### src/rtl/twos_comp_decoder.sv
// twos_comp_decoder: bit-serial two's-complement to sign/magnitude converter,
// one bit per cycle LSB first, with a valid/ready handshake on each side.
module twos_comp_decoder #(
  parameter int WIDTH = 6
) (
  input  logic             clk,
  input  logic             rst_n,
  input  logic             in_valid,
  output logic             in_ready,
  input  logic [WIDTH-1:0] in_data,
  output logic             out_valid,
  input  logic             out_ready,
  output logic             out_sign,
  output logic [WIDTH-1:0] out_mag,
  output logic             out_zero
);
  localparam int CW = $clog2(WIDTH + 1);
  typedef enum logic [1:0] {IDLE, SHIFT, DONE} state_t;
  state_t           state, state_nx;
  logic [WIDTH-1:0] shreg, mag;
  logic [CW-1:0]    cnt;
  logic             sign, carry, b;
  always_comb begin
    state_nx = state;
    if (state == IDLE && in_valid) state_nx = SHIFT;
    if (state == SHIFT && cnt == CW'(WIDTH - 1)) state_nx = DONE;
    if (state == DONE && out_ready) state_nx = IDLE;
  end
  // Negation as invert-and-increment: the carry seeds the +1 only for negatives.
  assign b         = shreg[0] ^ sign;
  assign in_ready  = state == IDLE;
  assign out_valid = state == DONE;
  assign out_sign  = sign;
  assign out_mag   = mag;
  assign out_zero  = ~|mag;
  always_ff @(posedge clk or negedge rst_n) begin
    if (!rst_n) begin
      state <= IDLE;
      shreg <= '0;
      mag   <= '0;
      cnt   <= '0;
      sign  <= 1'b0;
      carry <= 1'b0;
    end else begin
      state <= state_nx;
      if (state == IDLE && in_valid) begin
        shreg <= in_data;
        sign  <= in_data[WIDTH-1];
        carry <= in_data[WIDTH-1];
        cnt   <= '0;
      end else if (state == SHIFT) begin
        mag   <= {b ^ carry, mag[WIDTH-1:1]};
        carry <= b & carry;
        shreg <= shreg >> 1;
        cnt   <= cnt + 1'b1;
      end
    end
  end
endmodule

### config.mk
export PLATFORM = sky130hd
export DESIGN_NAME = twos_comp_decoder
export DESIGN_NICKNAME = d
export VERILOG_FILES = /design/src/rtl/twos_comp_decoder.sv
export SDC_FILE = /design/constraint.sdc
export NUM_CORES = 1
export LEC_CHECK = 0
export ABC_AREA = 0
export CAP_MARGIN = 20
export CORE_ASPECT_RATIO = 0.8
export CORE_MARGIN = 4
export CORE_UTILIZATION = 35
export DETAILED_ROUTE_END_ITERATION = 10
export GPL_ROUTABILITY_DRIVEN = 1
export PLACE_DENSITY = 0.64
export SLEW_MARGIN = 20
export SYNTH_ARGS = -nofsm -noshare
export SYNTH_HDL_FRONTEND = slang
export SYNTH_SLANG_ARGS = --single-unit
### constraint.sdc
create_clock -name clk -period 1.25 [get_ports clk]
set_input_delay 0.125 -clock clk [delete_from_list [all_inputs] [get_ports clk]]
set_output_delay 0.125 -clock clk [all_outputs]
set_load 0.005 [all_outputs]
==> impl_results.rst, run 1 <==
.. list-table::
   :header-rows: 1

   * - Metric
     - Value
   * - Run status
     - finished with violations
   * - Violations in the final reports
     - setup timing
   * - Post-Syn Nets
     - 83
   * - Fraction of layout cells with a size suffix above 1
     - 46.90%
   * - Site Rows
     - 16
   * - Arrival time worst endpoint
     - 1.44 ns
   * - Filler cell count
     - 211
   * - Highest clock frequency the design can meet
     - 0.6396 GHz
   * - Vias in the first global route
     - 708
   * - Placement Cell Area
     - 1217 µm²
   * - Shortest period the worst path allows
     - 1.563 ns
   * - Number of antenna-violating nets in the routed design
     - 0
   * - Maximum clock skew at final layout
     - 0.008895 ns
   * - I/O pin total
     - 20
   * - Vias after detailed routing
     - 744
   * - Deepest clock path buffer count
     - 2
   * - DR pass1 iterations
     - 3
   * - Average wire per standard cell
     - 14.89 µm
   * - CTS Root Cell
     - sky130_fd_sc_hd__clkbuf_4
   * - Number of different library cells in the post-synthesis netlist
     - 28
   * - Sort of element at the start of the critical path
     - register
   * - Flop and latch count out of synthesis
     - 19
   * - Number of input and output port buffers inserted
     - 19
   * - Maximum vdd ir drop
     - 0.001132 V
   * - Post-place setup slack
     - -0.4209 ns
   * - Clk slew on worst S/H paths
     - 0.10 ns
   * - Initial DRC Count
     - 21
   * - Synthesis-to-finish area growth
     - 57.73%
   * - PnR Total Power
     - 3.521 mW
   * - Floorplan die width
     - 64.88 µm
   * - Required time at the endpoint of the critical path
     - 1.12 ns
   * - Final Instance Area
     - 1429 µm²
   * - Initial standard-cell utilization of the core
     - 36.79%
   * - Drc violations
     - 0
   * - Crit Path Class
     - reg -> out
   * - Worst Hold Class
     - in -> async
   * - Post-synth design cell area
     - 905.9 µm²
   * - Leakage
     - 0.6342 nW
   * - H-tree depth
     - 1
   * - Placed Cells incl. Taps
     - 133
   * - Final net count
     - 127
   * - Final clock period utilization by the worst path
     - 125.1%
   * - Diode insertion count for antenna repair
     - 0
   * - Synth Area per Inst
     - 12.94 µm²
   * - RSZ-0062 raised after global routing
     - yes
   * - Summed negative setup slack over all endpoints
     - -0.7267 ns
   * - DR vias/cell
     - 4.993
   * - CTS tree
     - built
   * - Crit-path max FO
     - 2
   * - Final Max Tran Viols
     - 0
   * - Total half-perimeter wirelength after legalization and detailed placement
     - 1347 µm
   * - DIE HEIGHT
     - 53.51 µm
   * - Number of instances in the synthesized netlist
     - 70
   * - Total Die Area
     - 3471 µm²
   * - Final Wtd Congestion
     - 0.7316
   * - Global-route congestion overflow total
     - 0
   * - Number of failing setup endpoints in the final timing report
     - 7
   * - Total wire length
     - 2219 µm
   * - Wire length of the first global-routing pass
     - 3339 µm
   * - Initial antenna violation count
     - 0
   * - GRT Overall Usage
     - 13.23%
   * - Total power divided by cell area
     - 2464 nW/µm²
   * - Worst-case headroom to the max-slew limit
     - 67.99%
   * - Share of the yosys chip area belonging to registers
     - 52.49%
   * - Worst slew pin tran
     - 0.4794 ns
   * - Hold violation count in the final report
     - 0
   * - Maximum number of pins on one net before global-route repair
     - 20
   * - Number of sinks on the clock net
     - 19
   * - Maxcap violations
     - 0
   * - Number of buffers added by the clock tree synthesis step
     - 3
   * - Synthesis Warnings
     - 0
   * - Worst-skew pair later-pin latency
     - 0.30 ns
   * - Fin cells
     - 149
   * - Kind of end point of the critical path
     - output port
   * - Core Area
     - 2462 µm²
   * - Smallest setup slack after layout
     - -0.3134 ns
[layer usage]
| metal | vias to the layer above | GRT usage [%] | share of wire [%] |
|---|---|---|---|
| li1 | 360 | - | - |
| met1 | 372 | 16.15 | 44 |
| met2 | 8 | 20.88 | 51 |
| met3 | 4 | 4.883 | 2.8 |
| met4 | 0 | 6.316 | 2.0 |
| met5 | - | 0 | 0 |
[kinds of logic after synthesis]
family                     after synthesis  synth area share [%]
xor gates and xnor gates                 1                0.9670
AOI/OAI and AO/OA                       14                 13.81
muxes                                    7                 8.563
DFF                                     19                 52.49
adders and majority gates                3                 4.144
buffers and inverters                    9                 4.972
and+or+nand+nor                         17                 15.06
[timing repair]
item	in CTS	in global routing
hold buffers	0	0
resized for setup	26	25
setup endpoints to repair	27	16
pin swaps	8	9
buffers inserted	9	2
cloned	1	2
[worst paths after layout]
check	end	cells past startpoint	start	slack (ns)
worst max-delay path	out_zero	3	out_mag[5]	-0.31
worst min-delay path	state[1]	2	rst_n	0.15
worst max register to register	shreg[3]	3	state[1]	-0.09
worst min register to register	cnt[0]	1	cnt[0]	0.53
max in group asynchronous	state[0]	2	rst_n	0.88
min in group clk	out_sign	3	in_valid	0.37
[synthesized netlist by cell type]
cell,n,share of area [%]
sky130_fd_sc_hd__o21ba_1,1,1.1
sky130_fd_sc_hd__o221ai_1,1,0.97
sky130_fd_sc_hd__a31oi_1,1,0.69
sky130_fd_sc_hd__nand2b_2,1,0.97
sky130_fd_sc_hd__mux2i_1,1,1.1
sky130_fd_sc_hd__mux2_2,4,5.0
sky130_fd_sc_hd__nand2_1,2,0.83
sky130_fd_sc_hd__inv_1,5,2.1
sky130_fd_sc_hd__or4b_1,6,6.6
sky130_fd_sc_hd__o22ai_1,1,0.69
sky130_fd_sc_hd__nand4bb_1,2,2.5
sky130_fd_sc_hd__xor2_1,1,0.97
sky130_fd_sc_hd__nor3_1,1,0.55
sky130_fd_sc_hd__buf_2,3,1.7
sky130_fd_sc_hd__o21ai_0,1,0.55
sky130_fd_sc_hd__nor2_1,1,0.41
sky130_fd_sc_hd__nor3b_1,1,0.83
sky130_fd_sc_hd__mux2_1,2,2.5
sky130_fd_sc_hd__nor2b_1,1,0.69
sky130_fd_sc_hd__o221a_2,6,7.5
sky130_fd_sc_hd__dfrtp_1,19,52
sky130_fd_sc_hd__o311ai_1,1,0.97
sky130_fd_sc_hd__a21oi_1,1,0.55
sky130_fd_sc_hd__or4_1,1,0.83
sky130_fd_sc_hd__ha_1,3,4.1
sky130_fd_sc_hd__nand3b_1,1,0.83
sky130_fd_sc_hd__a21o_1,1,0.83
sky130_fd_sc_hd__buf_6,1,1.2
[area by class of cell]
cell class	count	area (µm²)	share of cell area, %
multi-input combinational	44	495.5	34.68
sequential	19	478.0	33.45
inverter	5	18.77	1.313
tap	36	45.04	3.152
timing repair buffer	41	365.4	25.57
clock buffer	4	26.28	1.839
[through the flow]
stage	hold slack [ns]	utilization (%)
after floorplan	-0.1706	-
after global placement	0.4821	49.44
after detailed placement	0.4874	49.44
after CTS	0.1530	52.95
after global routing	0.1680	58.03
final	0.1530	58.03
[where the power goes]
group / internal (mW) / switching [mW] / leakage, nW
sequential: 0.930 / 0.218 / 0.223
combinational: 1.29 / 0.779 / 0.396
clock: 0.124 / 0.179 / 0.0150
[placed cells by master, fill, tap and decap left out, types with 3 or more instances in the layout]
| master | Yosys | layout |
|---|---|---|
| sky130_fd_sc_hd__clkdlybuf4s50_1 | 0 | 8 |
| sky130_fd_sc_hd__mux2_2 | 4 | 4 |
| sky130_fd_sc_hd__clkdlybuf4s15_1 | 0 | 4 |
| sky130_fd_sc_hd__dlygate4sd2_1 | 0 | 3 |
| sky130_fd_sc_hd__dfrtp_1 | 19 | 17 |
| sky130_fd_sc_hd__o221a_2 | 6 | 4 |
| sky130_fd_sc_hd__buf_4 | 0 | 15 |
| sky130_fd_sc_hd__clkbuf_4 | 0 | 3 |
| sky130_fd_sc_hd__ha_1 | 3 | 3 |
| sky130_fd_sc_hd__buf_2 | 3 | 3 |
| sky130_fd_sc_hd__or4b_1 | 6 | 4 |
| sky130_fd_sc_hd__buf_6 | 1 | 7 |
| sky130_fd_sc_hd__inv_1 | 5 | 5 |
[state kept, by name (all words and copies together), names as in the netlist]
register	flops
carry	1
cnt	3
out_mag	6
out_sign	1
shreg	6
state	2
[worst max-delay path, cell delays in order (launching register included)]
cell	delay, ns
sky130_fd_sc_hd__dfrtp_1	0.39
sky130_fd_sc_hd__or4_4	0.53
sky130_fd_sc_hd__nor3_2	0.10
sky130_fd_sc_hd__buf_2	0.13
Power figures use the tool's default switching activity.
==> run 2: changes to the inputs <==
- CTS_CLUSTER_DIAMETER: not set -> 60
==> results of run 2 <==
No change in the layout: final DEF, timing and power equal those of run 1.
==> run 3: changes to the inputs <==
- CAP_MARGIN: 20 -> not set
==> results of run 3 <==
No change in the layout: final DEF, timing and power equal those of run 1.
